[src/rtl/dac_sound_sequencer.sv]
// dac_sound_sequencer: arbitrates three game-event sound requests and plays square-wave bursts on the DAC level.
//
// Ports:
//   CLK        system clock
//   nReset     asynchronous active-low reset
//   ReqScore   score event pulse, highest priority
//   ReqHit     paddle-hit event pulse, middle priority
//   ReqWall    wall-bounce event pulse, lowest priority
//   Mute       force mid-scale output; sequencing continues
//   DAC_Level  registered 8-bit level for the DAC input
//   Grant      one-hot {Wall,Hit,Score} of the burst on DAC_Level
//   Busy       high while a burst or its trailing gap is in progress
//
// Optional feature macro: DAC_SEQ_PREEMPT_EN
//   defined   - a strictly higher-priority pending request aborts the current burst or gap
//   undefined - bursts and gaps always run to completion
module dac_sound_sequencer #(
    parameter int          HALF_W     = 12,
    parameter int          LEN_W      = 8,
    parameter int          HIT_HALF   = 1000,
    parameter int          WALL_HALF  = 2000,
    parameter int          SCORE_HALF = 500,
    parameter int          HIT_LEN    = 40,
    parameter int          WALL_LEN   = 20,
    parameter int          SCORE_LEN  = 120,
    parameter logic [7:0]  AMP        = 8'h30,
    parameter int          GAP_LEN    = 256
) (
    input  logic       CLK,
    input  logic       nReset,
    input  logic       ReqScore,
    input  logic       ReqHit,
    input  logic       ReqWall,
    input  logic       Mute,
    output logic [7:0] DAC_Level,
    output logic [2:0] Grant,
    output logic       Busy
);
    localparam int GAP_W = (GAP_LEN > 1) ? $clog2(GAP_LEN) : 1;

    localparam logic [1:0] S_IDLE = 2'd0;
    localparam logic [1:0] S_PLAY = 2'd1;
    localparam logic [1:0] S_GAP  = 2'd2;

    logic [1:0]        state_q, state_d;
    logic [2:0]        pend_q, pend_d;
    logic [2:0]        cur_q, cur_d;
    logic [HALF_W-1:0] half_q, half_d;
    logic [LEN_W-1:0]  len_q, len_d;
    logic [GAP_W-1:0]  gap_q, gap_d;
    logic              phase_q, phase_d;
    logic [7:0]        dac_q, dac_d;
    logic [2:0]        grant_q, grant_d;
    logic              busy_q, busy_d;

    logic [2:0]        sel;
    logic [HALF_W-1:0] sel_half, cur_half;
    logic [LEN_W-1:0]  sel_len;
    logic              preempt;
    logic              start;

    always_comb begin
        sel      = pend_q[0] ? 3'b001 : pend_q[1] ? 3'b010 : pend_q[2] ? 3'b100 : 3'b000;
        sel_half = sel[0] ? HALF_W'(SCORE_HALF - 1) : sel[1] ? HALF_W'(HIT_HALF - 1) : HALF_W'(WALL_HALF - 1);
        cur_half = cur_q[0] ? HALF_W'(SCORE_HALF - 1) : cur_q[1] ? HALF_W'(HIT_HALF - 1) : HALF_W'(WALL_HALF - 1);
        sel_len  = sel[0] ? LEN_W'(SCORE_LEN) : sel[1] ? LEN_W'(HIT_LEN) : LEN_W'(WALL_LEN);
`ifdef DAC_SEQ_PREEMPT_EN
        // cur_q - 1 masks the bits above the current grant in priority; with
        // cur_q cleared during GAP the mask is all ones, so any request wins.
        preempt  = (state_q != S_IDLE) && |(pend_q & (cur_q - 3'd1));
`else
        preempt  = 1'b0;
`endif
        start    = ((state_q == S_IDLE) && |pend_q) || preempt;
        // A request in the clearing cycle re-sets its bit so the sound replays.
        pend_d   = (pend_q & ~(start ? sel : 3'b000)) | {ReqWall, ReqHit, ReqScore};
        state_d  = state_q;
        cur_d    = cur_q;
        half_d   = half_q;
        len_d    = len_q;
        gap_d    = gap_q;
        phase_d  = phase_q;
        if (start) begin
            state_d = S_PLAY;
            cur_d   = sel;
            half_d  = sel_half;
            len_d   = sel_len;
            phase_d = 1'b1;
        end else if (state_q == S_PLAY) begin
            half_d = (half_q == '0) ? cur_half : half_q - 1'b1;
            if (half_q == '0) begin
                phase_d = ~phase_q;
                len_d   = len_q - 1'b1;
                if (len_q == LEN_W'(1)) begin
                    state_d = S_GAP;
                    gap_d   = GAP_W'(GAP_LEN - 1);
                    cur_d   = 3'b000;
                end
            end
        end else if (state_q == S_GAP) begin
            state_d = (gap_q == '0) ? S_IDLE : S_GAP;
            gap_d   = (gap_q == '0) ? gap_q : gap_q - 1'b1;
        end
        // Outputs are registered from the current state so Grant and Busy stay
        // aligned with the level they describe.
        dac_d   = (state_q == S_PLAY && !Mute) ? (phase_q ? 8'h80 + AMP : 8'h80 - AMP) : 8'h80;
        grant_d = cur_q;
        busy_d  = state_q != S_IDLE;
    end

    always_ff @(posedge CLK or negedge nReset) begin
        if (!nReset) begin
            state_q <= S_IDLE;
            pend_q  <= '0;
            cur_q   <= '0;
            half_q  <= '0;
            len_q   <= '0;
            gap_q   <= '0;
            phase_q <= 1'b0;
            dac_q   <= 8'h80;
            grant_q <= '0;
            busy_q  <= 1'b0;
        end else begin
            state_q <= state_d;
            pend_q  <= pend_d;
            cur_q   <= cur_d;
            half_q  <= half_d;
            len_q   <= len_d;
            gap_q   <= gap_d;
            phase_q <= phase_d;
            dac_q   <= dac_d;
            grant_q <= grant_d;
            busy_q  <= busy_d;
        end
    end

    assign DAC_Level = dac_q;
    assign Grant     = grant_q;
    assign Busy      = busy_q;
endmodule

[config.mk]
export PLATFORM = sky130hd
export DESIGN_NAME = dac_sound_sequencer
export DESIGN_NICKNAME = d
export VERILOG_FILES = /design/src/rtl/dac_sound_sequencer.sv
export SDC_FILE = /design/constraint.sdc
export NUM_CORES = 1
export LEC_CHECK = 0
export CAP_MARGIN = 20
export CORE_ASPECT_RATIO = 1.2
export CORE_MARGIN = 2
export CORE_UTILIZATION = 65
export CTS_BUF_LIST = sky130_fd_sc_hd__clkbuf_4 sky130_fd_sc_hd__clkbuf_8
export DETAILED_ROUTE_END_ITERATION = 12
export HOLD_SLACK_MARGIN = 0.08
export PLACE_DENSITY = 0.87
export RECOVER_POWER = 25
export SETUP_SLACK_MARGIN = 0.1
export SYNTH_ARGS = -nofsm -noshare
export SYNTH_HDL_FRONTEND = slang
export SYNTH_SLANG_ARGS = --single-unit
[constraint.sdc]
create_clock -name CLK -period 4.8 [get_ports CLK]
set_input_delay 1.44 -clock CLK [delete_from_list [all_inputs] [get_ports CLK]]
set_output_delay 1.44 -clock CLK [all_outputs]
set_load 0.02 [all_outputs]
==> impl_metrics.json <==
{
  "core_mm2": 0.00366,
  "dp_hpwl_um": 3520,
  "area_growth_pct": 10.9,
  "hold_buffers": 0,
  "postCtsSetupRepairBufs": 0,
  "synth-seq-cells": 45,
  "clock_latency_ns": 0.30,
  "synth-async-reset-ratio_pct": 100,
  "root_buffer": "clkbuf_8",
  "crit_slowest_cell": "clkdlybuf4s50_1",
  "switching_power_uw": 717,
  "synth-warning-count": 0,
  "h-tree-depth": 2,
  "dr.pass1.iters": 4,
  "final_cell_count_no_fill": 324,
  "worst-path-buf-inv": 1,
  "syn_inst": 258,
  "skew_ns": 0.00811,
  "dieArea_mm2": 0.00438,
  "utilization_pct": 76.0,
  "drive_above_1_share_pct": 9.56,
  "p_int_uw": 972,
  "yosysTopAreaCellShare_pct": 43.8,
  "cp.required_ns": 3.36,
  "wire_per_inst_um": 15.3,
  "min_period_ns": 2.86,
  "setup_slack_ns": 1.94,
  "cts_sinks": 45,
  "antenna_found_initial": 0,
  "worstPathCellList": "clkdlybuf4s50_1",
  "setup_viol": 0,
  "end_kind": "output pin",
  "power_density_mw_per_mm2": 607,
  "die_y_um": 72.1,
  "cp.arrival_ns": 1.42,
  "maxCapViolations": 0,
  "hold_viol": 0,
  "rows": 24,
  "drv_slew": 0,
  "dp_slack_ns": 2.27,
  "numCtsBuffers": 5,
  "cts_resized": 0,
  "start_kind": "register",
  "initial_core_util_pct": 68.6,
  "antenna_cells": 0,
  "via_per_inst": 5.94,
  "clkPwrFrac_pct": 17.1,
  "synth_largest_area_cell": "dfrtp_1",
  "fmax_mhz": 349,
  "leakage_nw": 1.14,
  "postRouteAntennaNets": 0,
  "dieWidth_um": 60.8,
  "max_slew.worst_pin.slew_ns": 1.27,
  "cts.path.max_buffers": 2,
  "cts_tree": "done",
  "netlist_area_mm2": 0.00251,
  "routed_wl_um": 4960,
  "final_nets": 287,
  "grt_pass1_wl_um": 8280,
  "grt_pass1_vias": 1849,
  "drc": 0,
  "ys_seq_area_share_pct": 44.9,
  "synth.distinct_cells": 57,
  "syn_avg_cell_area_um2": 9.74,
  "worstSetupPathType": "reg2out",
  "synth_edf_count": 0,
  "drt_iter0_markers": 98,
  "synthFlopType": "dfrtp_1",
  "gp_congestion": 0.850,
  "fin_crit_sh_pct": 59.6,
  "status": "complete, no violations",
  "dr_total_vias": 1924,
  "place_inst": 315,
  "ir_worst_vdd_mv": 0.388,
  "power_frac_seq_pct": 39.5,
  "hp-class": "reg2reg",
  "clk_pin_slew_ns": 0.08,
  "grt_overflow": 0,
  "cpPeakStageDelay_ns": 0.60,
  "tns_ns": 0,
  "io_buffers": 13,
  "grtUsageTotal_pct": 25.2,
  "swShare_pct": 42.5,
  "rsz0062_at_grt": "false",
  "path_delay_family": "buffers and inverters",
  "maxSlewHeadroom_pct": 15.6,
  "critPathMaxFanout": 1,
  "synth_area_leaders": "dfrtp_1, ha_1, nor2_1",
  "grt_max_degree": 46,
  "comb_power_share_pct": 43.4,
  "io_pins": 18
}
[cells in the final DEF (no fill, tap or decap), types with 5 or more instances in the layout]
| cell type | instances |
|---|---|
| dfrtp_1 | 44 |
| nor2_1 | 28 |
| nand2_1 | 25 |
| a21oi_1 | 13 |
| inv_1 | 12 |
| clkdlybuf4s50_1 | 12 |
| o21ai_0 | 10 |
| nor3_1 | 10 |
| ha_1 | 10 |
| xor2_1 | 7 |
| or3_1 | 6 |
| o21ai_1 | 6 |
| a21o_1 | 5 |
| nand3_1 | 5 |
| clkbuf_8 | 5 |
[flip-flops by register name, summed over array words and instances, names as in the netlist]
name / cells
Busy: 1
DAC_Level: 4
Grant: 3
cur_q: 3
gap_q: 8
half_q: 12
len_q: 8
pend_q: 3
phase_q: 1
state_q: 2
[cell families (layout without fill, tap and decap cells)]
| group | Yosys count | after routing | share of synthesized area (%) |
|---|---|---|---|
| AO/OA/AOI/OAI | 57 | 57 | 15.7 |
| flip-flops | 45 | 45 | 44.9 |
| XOR/XNOR | 9 | 9 | 3.14 |
| other | 1 | 4 | 0.149 |
| AND/OR/NAND/NOR | 110 | 110 | 25.7 |
| buffers and inverters | 24 | 35 | 4.58 |
| multiplexers | 2 | 2 | 0.797 |
| adder cells (fa/ha/maj) | 10 | 10 | 4.98 |
[through the flow]
stage	cell area (µm²)	total power, mW	hold slack [ns]
3_5_place_dp	2650	1.40	0.365
5_1_grt	2790	1.81	0.399
2_1_floorplan	2520	1.20	0.348
3_3_place_gp	2650	1.37	0.367
4_1_cts	2760	1.69	0.387
6_report	2790	1.69	0.385
[Yosys cell counts, types with 5 or more instances]
cell / n
a21o_1: 5
a21oi_1: 13
buf_4: 6
dfrtp_1: 44
ha_1: 10
inv_1: 12
nand2_1: 25
nand3_1: 5
nor2_1: 28
nor3_1: 10
o21ai_0: 10
o21ai_1: 6
or3_1: 6
xor2_1: 7
[metal layers]
metal	vias to the layer above	GRT usage, %	routed length (µm)
met1	935	30.7	2070
met4	0	9.66	105
li1	936	-	-
met3	11	5.17	209
met2	42	43.2	2570
met5	-	0	0
[worst paths after layout]
check / start / endpoint / slack, ns / cells past startpoint
worst max-delay path: DAC_Level[7] / DAC_Level[7] / 1.94 / 1
worst min-delay path: cur_q[2] / Grant[2] / 0.38 / 0
worst max register to register: state_q[1] / half_q[6] / 2.32 / 6
worst min register to register: cur_q[2] / Grant[2] / 0.38 / 0
max in group asynchronous: nReset / half_q[7] / 2.66 / 1
min in group asynchronous: nReset / DAC_Level[6] / 1.39 / 1
[final cells by class]
cell class	count	area, µm²
timing repair buffer	14	151
clock inverter	2	35.0
fill	275	878
multi-input combinational	192	1280
tap	52	65.1
sequential	45	1130
inverter	13	48.8
clock buffer	6	76.3
[power groups by stage]
stage / clock network, mW / logic [mW] / registers [mW]
finish: 0.290 / 0.733 / 0.667
global route: 0.303 / 0.826 / 0.685
CTS: 0.295 / 0.736 / 0.664
detailed placement: 0 / 0.732 / 0.670
global placement: 0 / 0.707 / 0.662
floorplan: 0 / 0.545 / 0.658
(Power assumes the default switching activity.)
